### config.mk
export PLATFORM = sky130hd
export DESIGN_NAME = seq_pattern_detector
export DESIGN_NICKNAME = d
export VERILOG_FILES = /design/src/rtl/seq_det_pkg.sv /design/src/rtl/sat_counter.sv /design/src/rtl/seq_pattern_detector.sv
export SDC_FILE = /design/constraint.sdc
export NUM_CORES = 1
export LEC_CHECK = 0
export ABC_AREA = 1
export CAP_MARGIN = 15
export CORE_AREA = 2 2 46 48
export DETAILED_ROUTE_END_ITERATION = 7
export DIE_AREA = 0 0 48 50
export GPL_TIMING_DRIVEN = 0
export PLACE_DENSITY = 0.74
export SYNTH_ARGS = -nofsm -noshare
export SYNTH_HDL_FRONTEND = slang
export SYNTH_SLANG_ARGS = --single-unit
export TNS_END_PERCENT = 10
### constraint.sdc
create_clock -name clk -period 1.7 [get_ports clk]
set_input_delay 0.34 -clock clk [delete_from_list [all_inputs] [get_ports clk]]
set_output_delay 0.34 -clock clk [all_outputs]
set_load 0.05 [all_outputs]
### src/rtl/seq_det_pkg.sv
// Shared constants and helpers for the serial pattern detector and its counters.
package seq_det_pkg;

  localparam int unsigned DEF_PAT_W     = 3;
  localparam int unsigned DEF_CNT_W     = 8;
  localparam logic [31:0] DEF_RESET_PAT = 32'b101;

  // Largest value representable in 'width' bits (width 1..32).
  function automatic logic [31:0] sat_max(input int unsigned width);
    logic [32:0] full;
    full = (33'(1) << width) - 33'(1);
    return full[31:0];
  endfunction

endpackage

### src/rtl/sat_counter.sv
// Saturating event counter with a sticky saturation flag.
//   clk, reset : clock, synchronous active-high reset
//   inc        : count one event this cycle
//   clr        : clear count and sat (wins over inc)
//   count      : events since reset/clear, stops at 2^CNT_W-1
//   sat        : set when count reaches 2^CNT_W-1
module sat_counter
  import seq_det_pkg::*;
#(
  parameter int unsigned CNT_W = DEF_CNT_W
) (
  input  logic             clk,
  input  logic             reset,
  input  logic             inc,
  input  logic             clr,
  output logic [CNT_W-1:0] count,
  output logic             sat
);

  localparam logic [CNT_W-1:0] CNT_MAX = CNT_W'(sat_max(CNT_W));

  // Counter and sticky flag.
  always_ff @(posedge clk) begin
    if (reset || clr) begin
      count <= '0;
      sat   <= 1'b0;
    end else if (inc && (count != CNT_MAX)) begin
      count <= count + CNT_W'(1);
      if (count == CNT_MAX - CNT_W'(1)) begin
        sat <= 1'b1;
      end
    end
  end

endmodule

### src/rtl/seq_pattern_detector.sv
// Programmable serial bit-pattern detector, Mealy match output.
//   clk, reset  : clock, synchronous active-high reset
//   pat_load    : load pat_in this cycle (discards din, clears fill)
//   pat_in      : new pattern, MSB is the first bit received
//   overlap     : 1 = overlapping, 0 = non-overlapping detection
//   in_valid    : din is a valid bit this cycle
//   din         : serial data bit
//   count_clr   : clear match_count and count_sat
//   match       : combinational, current valid bit completes the pattern
//   match_count : saturating match counter
//   count_sat   : sticky, set when match_count saturates
module seq_pattern_detector
  import seq_det_pkg::*;
#(
  parameter int unsigned        PAT_W     = DEF_PAT_W,
  parameter logic [PAT_W-1:0]   RESET_PAT = PAT_W'(DEF_RESET_PAT),
  parameter int unsigned        CNT_W     = DEF_CNT_W
) (
  input  logic             clk,
  input  logic             reset,
  input  logic             pat_load,
  input  logic [PAT_W-1:0] pat_in,
  input  logic             overlap,
  input  logic             in_valid,
  input  logic             din,
  input  logic             count_clr,
  output logic             match,
  output logic [CNT_W-1:0] match_count,
  output logic             count_sat
);

  localparam int unsigned      FILL_W   = $clog2(PAT_W);
  localparam logic [FILL_W-1:0] FILL_MAX = FILL_W'(PAT_W - 1);

  logic [PAT_W-1:0]  pat;
  logic [PAT_W-2:0]  hist;
  logic [FILL_W-1:0] fill;
  logic [PAT_W-1:0]  window;
  logic              take_bit;

  assign take_bit = in_valid & ~pat_load & ~reset;
  assign window   = {hist, din};
  assign match    = take_bit & (fill == FILL_MAX) & (window == pat);

  // Pattern, history and fill state.
  always_ff @(posedge clk) begin
    if (reset) begin
      pat  <= RESET_PAT;
      hist <= '0;
      fill <= '0;
    end else if (pat_load) begin
      pat  <= pat_in;
      fill <= '0;
    end else if (in_valid) begin
      // Truncating cast drops the oldest bit; also covers PAT_W = 2.
      hist <= (PAT_W-1)'(window);
      if (match && !overlap) begin
        fill <= '0;
      end else if (fill != FILL_MAX) begin
        fill <= fill + FILL_W'(1);
      end
    end
  end

  sat_counter #(
    .CNT_W(CNT_W)
  ) u_cnt (
    .clk  (clk),
    .reset(reset),
    .inc  (match),
    .clr  (count_clr),
    .count(match_count),
    .sat  (count_sat)
  );

endmodule

==> metrics <==
synth warn 0; placed cell area 1090 um2; violations in the final reports setup timing; die height 50 um; number of diodes 0; data required time of the critical path 1360 ps; initial cell density of the core between 40% and 50%; Hold Buf Count CTS 0; global-route wire length before repair 2800 um; final critical-path required period roughly 1800 ps; pre-CTS WS -846 ps; worst-case clock buffer depth 2; worst slew pin tran 494 ps; sum of overflow across all layers after global routing 0; cell count after placement 168; first-pass detailed-route iteration total 4; design internal power around 0.55 mW; total power density per cell area 615 nW/um2; Finished Cell Area 1170 um2; routed via count 830; net switching power 0.166 mW; library cell contributing the largest single delay on the critical path sky130_fd_sc_hd__clkdlybuf4s50_1; proportion of layout cells with a drive suffix above 1 20.8%; #FFs+latches synth 16; RD Place Congestion 0.839; count of input and output buffers 19; TritonCTS Buffers 3; status finished with violations; worst IR drop on VDD 0.468 mV; Mapped Cells 122; switching share of total power between 20% and 30%; Worst path most repeated cell sky130_fd_sc_hd__nand2_1; sequential element share of the synthesized area 37.2%; Syn Nets approximately 140; post-DR vias/cell 4.72; critical path data arrival time 1420 ps; Clock Latency Late Sink roughly 280 ps; maximum number of pins on one net before global-route repair 10; Residual DRC 0; count of final setup violators 1; count of pins on the block boundary 20; post-synth cell types 18; Area growth syn-to-layout 35.7%; final max-slew violation count 0; part of the cycle the worst path needs 103%; count of placed standard cells in the final layout, fillers left out between 150 and 200; HPWL after DPL 1270 um; root buffer cell sky130_fd_sc_hd__clkbuf_4; classification of the worst setup path in2out; number of nets with antenna violations after routing 0; placement row count 16; per-instance average area after synthesis between 7 and 8 um2; CP cell instances clkdlybuf4s50_1 > inv_1 > nand2_1 > nand2_1 > nor2_2 > and2_4 > buf_8; die area ~2400 um2; max capacitance violation total 0; Layout Nets around 160; clk slew on worst S/H paths 90 ps; CTS tree built; delay of the slowest critical-path stage roughly 490 ps; endpoint type of the worst setup path output port; max_slew headroom about two thirds; combinational share of power 10.7%; Peak Freq between 0.5 and 0.6 GHz; clock group share of total power 34.8%; count of clock tree sinks 16; initial antenna violation count 0; final clock skew 0.909 ps; crit start category input port; RSZ-0062 raised after global routing true; H-tree depth 1; sequential power share between 50% and 60%; accumulated negative setup slack -55.5 ps; die width 48 um; number of violations reported at the end of detailed-routing iteration 0 12; worst setup slack after layout -55.5 ps; Wirelength per Cell approximately 9.4 um; overall global routing resource usage 15.9%; Post-Route WL between 1500 and 2000 um; Crit Path Max Fanout 3; count of endpoints failing hold in the final timing report 0; post-synth design cell area 862 um2; core area about 1900 um2; leakage component of the power 0.566 nW; vias in the first global route about 740; Min-Delay Path Class in2reg
cell families after synthesis:
logic type | count (synthesis) | share of synthesized area, %
compound gates | 21 | 12.2
xor+xnor | 6 | 6.10
fa+ha+maj | 3 | 4.35
buf+inv | 19 | 9.72
flops | 16 | 37.2
simple gates | 57 | 30.5
timing repair:
item                       in CTS  in global routing
pin swaps                       1                  3
buffers inserted                1                  3
gates resized for setup        17                 12
setup endpoints to repair      10                  1
stage by stage:
step	utilization (%)	total power [mW]	hold slack, ps
final	61.5	0.719	404
after global routing	61.5	0.768	450
after CTS	58.6	0.719	452
after detailed placement	57.2	0.470	440
after global placement	57.2	0.467	442
after floorplan	-	0.435	440
cells in the mapped netlist, drive strengths merged:
| cell | count | area share (%) |
|---|---|---|
| nor2 | 9 | 4.5 |
| clkinv | 1 | 1.9 |
| nand4 | 1 | 0.73 |
| xor2 | 4 | 4.1 |
| nor3 | 1 | 0.58 |
| nand3 | 4 | 2.3 |
| and3 | 1 | 0.73 |
| o21ai | 5 | 2.9 |
| ha | 3 | 4.4 |
| and2 | 1 | 1.0 |
| inv | 18 | 7.8 |
| a21oi | 16 | 9.3 |
| xnor2 | 2 | 2.0 |
| dfxtp | 16 | 37 |
| nand2 | 40 | 21 |
layout by cell type, fill, tap and decap left out, types with 2 or more instances in the layout:
cell                              synthesis  layout
sky130_fd_sc_hd__dlygate4sd2_1            0      11
sky130_fd_sc_hd__nor2_1                   7       6
sky130_fd_sc_hd__clkbuf_4                 0       3
sky130_fd_sc_hd__ha_1                     3       2
sky130_fd_sc_hd__inv_2                    0       2
sky130_fd_sc_hd__nand2_1                 31      29
sky130_fd_sc_hd__dfxtp_1                 16      13
sky130_fd_sc_hd__nand2_2                  8      10
sky130_fd_sc_hd__dfxtp_2                  0       3
sky130_fd_sc_hd__o21ai_0                  5       5
sky130_fd_sc_hd__xnor2_1                  2       2
sky130_fd_sc_hd__a21oi_1                 16      16
sky130_fd_sc_hd__xor2_1                   4       4
sky130_fd_sc_hd__nor2_2                   2       3
sky130_fd_sc_hd__buf_4                    0       4
sky130_fd_sc_hd__nand3_1                  4       4
sky130_fd_sc_hd__inv_1                   18      16
sky130_fd_sc_hd__clkdlybuf4s50_1          0       6
worst paths after layout:
check,cells after the start,slack (ps),start,endpoint
min,2,400,pat_load,pat[2]
max reg2reg,12,170,fill[0],u_cnt.count[6]
max,7,-60,din,match
min reg2reg,2,450,u_cnt.sat,u_cnt.sat
worst max-delay path: cells and delay by family:
kind	cells	cell delay, ps
buf+inv	3	680
simple gates	4	390
metal layers:
layer | vias up | track usage [%] | share of wire, % | wire length [um]
li1 | 436 | - | - | -
met1 | 375 | 18.6 | 45 | 748
met2 | 17 | 26.7 | 50 | 822
met3 | 2 | 3.30 | 4.5 | 74
met4 | 0 | 6.76 | 0.60 | 10
met5 | - | 0 | 0 | 0
final cells by class:
class,instances,area [um2]
clock buffers,4,36.3
fillers,188,732
inverters,19,83.8
multi-input cells,87,478
flip-flops and latches,16,324
well taps,27,33.8
repair buffers,23,214
power groups by stage:
| stage | Combinational (mW) | Sequential, mW | Clock, mW |
|---|---|---|---|
| final | 0.0768 | 0.392 | 0.251 |
| after global routing | 0.0884 | 0.393 | 0.286 |
| after CTS | 0.0713 | 0.390 | 0.257 |
| after detailed placement | 0.0712 | 0.399 | 0 |
| after global placement | 0.0690 | 0.398 | 0 |
| after floorplan | 0.0374 | 0.398 | 0 |
registers in the layout, summed over array words and instances (netlist names):
| register | flops |
|---|---|
| u_cnt.count | 8 |
| pat | 3 |
| fill | 2 |
| hist | 2 |
| u_cnt.sat | 1 |
Power figures use the tool's default switching activity.
